[config.mk]
export PLATFORM = sky130hd
export DESIGN_NAME = tmr_checker_scrubber
export DESIGN_NICKNAME = d
export VERILOG_FILES = /design/src/rtl/tmr_checker_scrubber_pkg.sv /design/src/rtl/tmr_classify.sv /design/src/rtl/tmr_checker_scrubber.sv
export SDC_FILE = /design/constraint.sdc
export NUM_CORES = 1
export LEC_CHECK = 0
export ABC_CLOCK_PERIOD_IN_PS = 3600
export BUFFER_PORTS_ARGS = -buffer_cell sky130_fd_sc_hd__buf_2
export CORE_MARGIN = 2
export CORE_UTILIZATION = 45
export CTS_CLUSTER_DIAMETER = 40
export CTS_CLUSTER_SIZE = 40
export DETAILED_ROUTE_END_ITERATION = 8
export PLACE_DENSITY = 0.78
export SYNTH_ARGS = -nofsm -noshare
export SYNTH_HDL_FRONTEND = slang
export SYNTH_SLANG_ARGS = --single-unit
[constraint.sdc]
create_clock -name clk -period 3.6 [get_ports clk]
set_input_delay 0.18 -clock clk [delete_from_list [all_inputs] [get_ports clk]]
set_output_delay 0.18 -clock clk [all_outputs]
set_load 0.03 [all_outputs]
[src/rtl/tmr_checker_scrubber_pkg.sv]
// tmr_checker_scrubber_pkg: shared FSM states, lane codes and vote classes
package tmr_checker_scrubber_pkg;
    typedef enum logic [1:0] {IDLE, SCRUB, CHECK, FAIL} state_t;
    typedef enum logic [1:0] {CLEAN, SINGLE, UNCORR} cls_t;
    localparam logic [1:0] LANE_NONE = 2'd0, LANE_R1 = 2'd1, LANE_R2 = 2'd2, LANE_R3 = 2'd3;
endpackage

[src/rtl/tmr_classify.sv]
// tmr_classify: bitwise majority vote plus word-level agreement class and odd lane
module tmr_classify import tmr_checker_scrubber_pkg::*; #(
    parameter int WORD_WIDTH = 8
) (
    input  logic [WORD_WIDTH-1:0] a,
    input  logic [WORD_WIDTH-1:0] b,
    input  logic [WORD_WIDTH-1:0] c,
    output logic [WORD_WIDTH-1:0] vote,
    output cls_t                  cls,
    output logic [1:0]            lane
);
    logic eq_ab, eq_bc, eq_ac;
    assign eq_ab = a == b;
    assign eq_bc = b == c;
    assign eq_ac = a == c;
    assign vote  = (a & b) | (b & c) | (a & c);
    assign cls   = (eq_ab && eq_bc) ? CLEAN : (eq_ab || eq_bc || eq_ac) ? SINGLE : UNCORR;
    // the lane left out of the one agreeing pair is the faulty one
    assign lane  = cls != SINGLE ? LANE_NONE : eq_bc ? LANE_R1 : eq_ac ? LANE_R2 : LANE_R3;
endmodule

[src/rtl/tmr_checker_scrubber.sv]
// tmr_checker_scrubber: registered TMR vote with lane scrub handshake and sticky alarm
module tmr_checker_scrubber import tmr_checker_scrubber_pkg::*; #(
    parameter int WORD_WIDTH  = 8,
    parameter int ACK_TIMEOUT = 16,
    parameter int MAX_RETRY   = 3,
    parameter int CNT_WIDTH   = 8
) (
    input  logic                  clk,
    input  logic                  rst,
    input  logic [WORD_WIDTH-1:0] in_1,
    input  logic [WORD_WIDTH-1:0] in_2,
    input  logic [WORD_WIDTH-1:0] in_3,
    input  logic                  valid_in,
    output logic [WORD_WIDTH-1:0] sum,
    output logic                  valid_out,
    output logic                  scrub_req,
    output logic [1:0]            scrub_lane,
    input  logic                  scrub_ack,
    output logic [CNT_WIDTH-1:0]  err_count,
    output logic                  Err_out_Final
);
    localparam int TW = $clog2(ACK_TIMEOUT + 1);
    localparam int RW = $clog2(MAX_RETRY + 2);
    state_t state, state_n;
    cls_t cls;
    logic [WORD_WIDTH-1:0] vote;
    logic [1:0] fault_lane, lane, lane_n;
    logic [TW-1:0] tcnt;
    logic [RW-1:0] retry, retry_n;
    logic clean, single, uncorr;

    tmr_classify #(.WORD_WIDTH(WORD_WIDTH)) u_classify (
        .a(in_1), .b(in_2), .c(in_3), .vote(vote), .cls(cls), .lane(fault_lane)
    );

    assign clean      = valid_in && state != FAIL && cls == CLEAN;
    assign single     = valid_in && state != FAIL && cls == SINGLE;
    assign uncorr     = valid_in && state != FAIL && cls == UNCORR;
    assign scrub_req  = state == SCRUB;
    assign scrub_lane = scrub_req ? lane : LANE_NONE;

    always_comb begin
        state_n = state;
        lane_n  = lane;
        retry_n = retry;
        case (state)
            IDLE: begin
                if (single) begin
                    state_n = SCRUB;
                    lane_n  = fault_lane;
                end else if (uncorr) state_n = FAIL;
                else if (clean) retry_n = '0;
            end
            SCRUB: begin
                if (uncorr) state_n = FAIL;
                else if (scrub_ack) begin
                    state_n = CHECK;
                    retry_n = retry + 1'b1;
                end else if (tcnt == TW'(ACK_TIMEOUT - 1)) state_n = FAIL;
            end
            CHECK: begin
                if (clean) begin
                    state_n = IDLE;
                    retry_n = '0;
                end else if (uncorr) state_n = FAIL;
                else if (single && fault_lane != lane) begin
                    state_n = SCRUB;
                    lane_n  = fault_lane;
                    retry_n = '0;
                end else if (single) state_n = retry >= RW'(MAX_RETRY) ? FAIL : SCRUB;
            end
            default: ;
        endcase
    end

    always_ff @(posedge clk or posedge rst) begin
        if (rst) begin
            state         <= IDLE;
            lane          <= LANE_NONE;
            retry         <= '0;
            tcnt          <= '0;
            sum           <= '0;
            valid_out     <= 1'b0;
            err_count     <= '0;
            Err_out_Final <= 1'b0;
        end else begin
            state         <= state_n;
            lane          <= lane_n;
            retry         <= retry_n;
            tcnt          <= (state == SCRUB && state_n == SCRUB) ? tcnt + 1'b1 : '0;
            valid_out     <= valid_in;
            Err_out_Final <= state == FAIL;
            if (valid_in) sum <= vote;
            if (single && ~&err_count) err_count <= err_count + 1'b1;
        end
    end
endmodule

==> metrics.yaml <==
die_y_um: 68.5
synth_area_per_cell_um2: 9.90
path_class: "in2reg"
p_per_area_nw_per_um2: 344
cts_tree: "yes"
maxSlewHeadroom_pct: 59.3
yosysWarnings: 0
clkSinkCount: 30
fmax_mhz: 456
diodes: 0
leakage_uw: 0.00114
grt_pass1_vias: 1443
r2r_setup_slack_ps: 1840
reg2reg_to: "retry[1]"
rr_startpoint: "state[1]"
worstSetupEndpointType: "flop"
fp.coreArea_um2: 4000
avgViaCountPerCell: 5.31
drtPass1Iterations: 4
yosysSeqAreaShare_pct: 40.1
final_area_um2: 2260
grt_pass1_wl_um: 6510
fin_crit_ps: 2190
finalHoldViolCount: 0
fin_nets: 298
grt_max_degree: 22
worstPathArrival_ps: 2350
crit_fanout: 8
initial_core_util_pct: 46.8
via_count: 1550
rows: 23
cp_slowest_cell: "or4_4"
placed_area_um2: 2160
ant_nets: 0
rsz0062_at_grt: "false"
gr-usage-all-layers_pct: 19.1
run_status: "finished clean"
clk_pin_slew_worst_paths_ps: 60
cts_resized: 0
skew_ps: 5.58
finalCritPeriodShare_pct: 61.0
wl_per_cell_um: 13.2
layout_common_cells: "buf_2 (48), dfrtp_1 (30), ha_1 (29)"
rr_worst_depth: 6
grt-ovfl-total: 0
ys_ff_latch: 30
min-delay-start: "valid_in"
die_width_um: 68.5
crit_required_ps: 3750
synthCells: 189
drt-initial-drc-count: 87
die_area_um2: 4690
dp.final_hpwl_um: 3020
drc: 0
crit_path_end: "retry[1]"
vdd_drop_max_mv: 0.178
max_stage_delay_ps: 540
drv_slew: 0
gp_congestion: 0.828
hold_path.class: "in2reg"
drive_above_1_share_pct: 26.0
num_io_pins: 49
utilization_pct: 56.5
antenna_found_initial: 0
synth_cell_types: 39
critPathLaunchType: "input port"
tightest_slew_ps: 604
cts_buffers: 5
max_cap_violations: 0
setup-tns-final_ps: 0
synth_area_um2: 1870
cts_buffer_depth: 2
path_cells: "buf_2 -> ha_1 -> or4_4 -> or2_1 -> a31o_1 -> a221o_1 -> a21oi_2 -> o22ai_1"
layout_commonest_cell: "buf_2"
port-buffer-count: 48
syn-num-nets: 246
routed_wl_um: 3860
clockRootBuffer: "clkbuf_8"
startpoint: "in_2[4]"
area_growth_syn_to_layout_pct: 20.8
clk_latency_ps: 290
cts_htree_levels: 2
setup_violations: 0
[routing by layer]
layer	vias to the layer above	global-route usage (%)	wire (um)
met5	-	0	0
met4	0	9.75	86
met3	7	5.03	142
met2	29	30.8	1920
met1	725	23.4	1720
li1	789	-	-
[report_power, final]
part	leakage, uW	internal (uW)	total (uW)	switching [uW]
combinational	0.000730	50.8	129	78.5
sequential	0.000365	355	364	9.65
clock	0.0000472	153	283	130
[what timing repair did]
action | 4_1_cts | 5_1_grt
endpoints found under the setup margin | 0 | 0
hold buffers | 1 | 0
endpoints found under the hold margin | 14 | 0
setup buffers | 0 | 0
[worst max-delay path, delay by kind of cell]
family	cells	cell delay [ps]
simple gates	2	880
compound gates	4	900
fa+ha+maj	1	280
buf+inv	1	110
[how the worst min path moves through the flow]
| stage | end | slack, ps | cells after the start |
|---|---|---|---|
| floorplan | valid_out | 210 | 0 |
| global placement | retry[1] | 260 | 2 |
| detailed placement | sum[7] | 270 | 2 |
| CTS | valid_out | 200 | 1 |
| global route | valid_out | 220 | 1 |
| finish | valid_out | 210 | 1 |
[area by class of cell]
type                    instances  area [um2]
repair buffers                 50         258
well taps                      50        62.6
clock buffers                   6        82.6
fillers                       361        1740
clock inverters                 2        12.5
multi-input cells             145        1060
flip-flops and latches         30         751
inverters                       9        33.8
[synthesized netlist by cell type, drive strengths merged]
master	instances	area share, %
dfrtp	30	40
ha	29	19
nor2	23	4.6
a21oi	12	3.4
nor3	11	2.9
inv	9	1.8
nand3	9	2.4
nand2	8	1.6
xor2	6	2.8
and2	4	1.3
clkbuf	4	0.80
mux2i	4	2.1
nor4	4	1.3
and3	3	1.0
nor2b	3	1.0
o22ai	3	1.0
xnor2	3	1.4
nand4	2	0.67
o211ai	2	1.1
o21ai	2	0.53
or4	2	1.2
a2111oi	1	0.47
a211oi	1	0.40
a21boi	1	0.40
a221o	1	0.53
a31o	1	0.47
a31oi	1	0.33
buf	1	0.60
mux2	1	0.60
nand2b	1	0.33
nand3b	1	0.40
nor3b	1	0.40
o2111a	1	0.60
o2111ai	1	0.47
o221ai	1	0.47
o311a	1	0.60
or2	1	0.33
[per-stage QoR]
stage | total power (uW) | setup WS (ps) | hold slack [ps] | cells
after floorplan | 449 | 1310 | 211 | 189
after detailed placement | 500 | 1100 | 266 | 283
after global placement | 496 | 1130 | 262 | 283
after CTS | 788 | 1410 | 198 | 292
final | 777 | 1410 | 212 | 292
after global routing | 821 | 1320 | 216 | 292
[cells by family (layout without fill, tap and decap cells)]
logic type               count (synthesis)  count (layout)  synth area share [%]
AO/OA/AOI/OAI                           29              29                  10.8
XOR/XNOR                                 9               9                  4.21
adder cells (fa/ha/maj)                 29              29                  19.4
buffers and inverters                   14              67                  3.21
flip-flops                              30              30                  40.1
multiplexers                             5               5                  2.74
AND/OR/NAND/NOR                         73              73                  19.6
[registers in the layout (all words and copies together), names as in the netlist]
| register | count |
|---|---|
| retry | 3 |
| Err_out_Final | 1 |
| err_count | 8 |
| state | 2 |
| sum | 8 |
| tcnt | 5 |
| lane | 2 |
| valid_out | 1 |
Note: power is estimated with default switching activity, not from simulation.
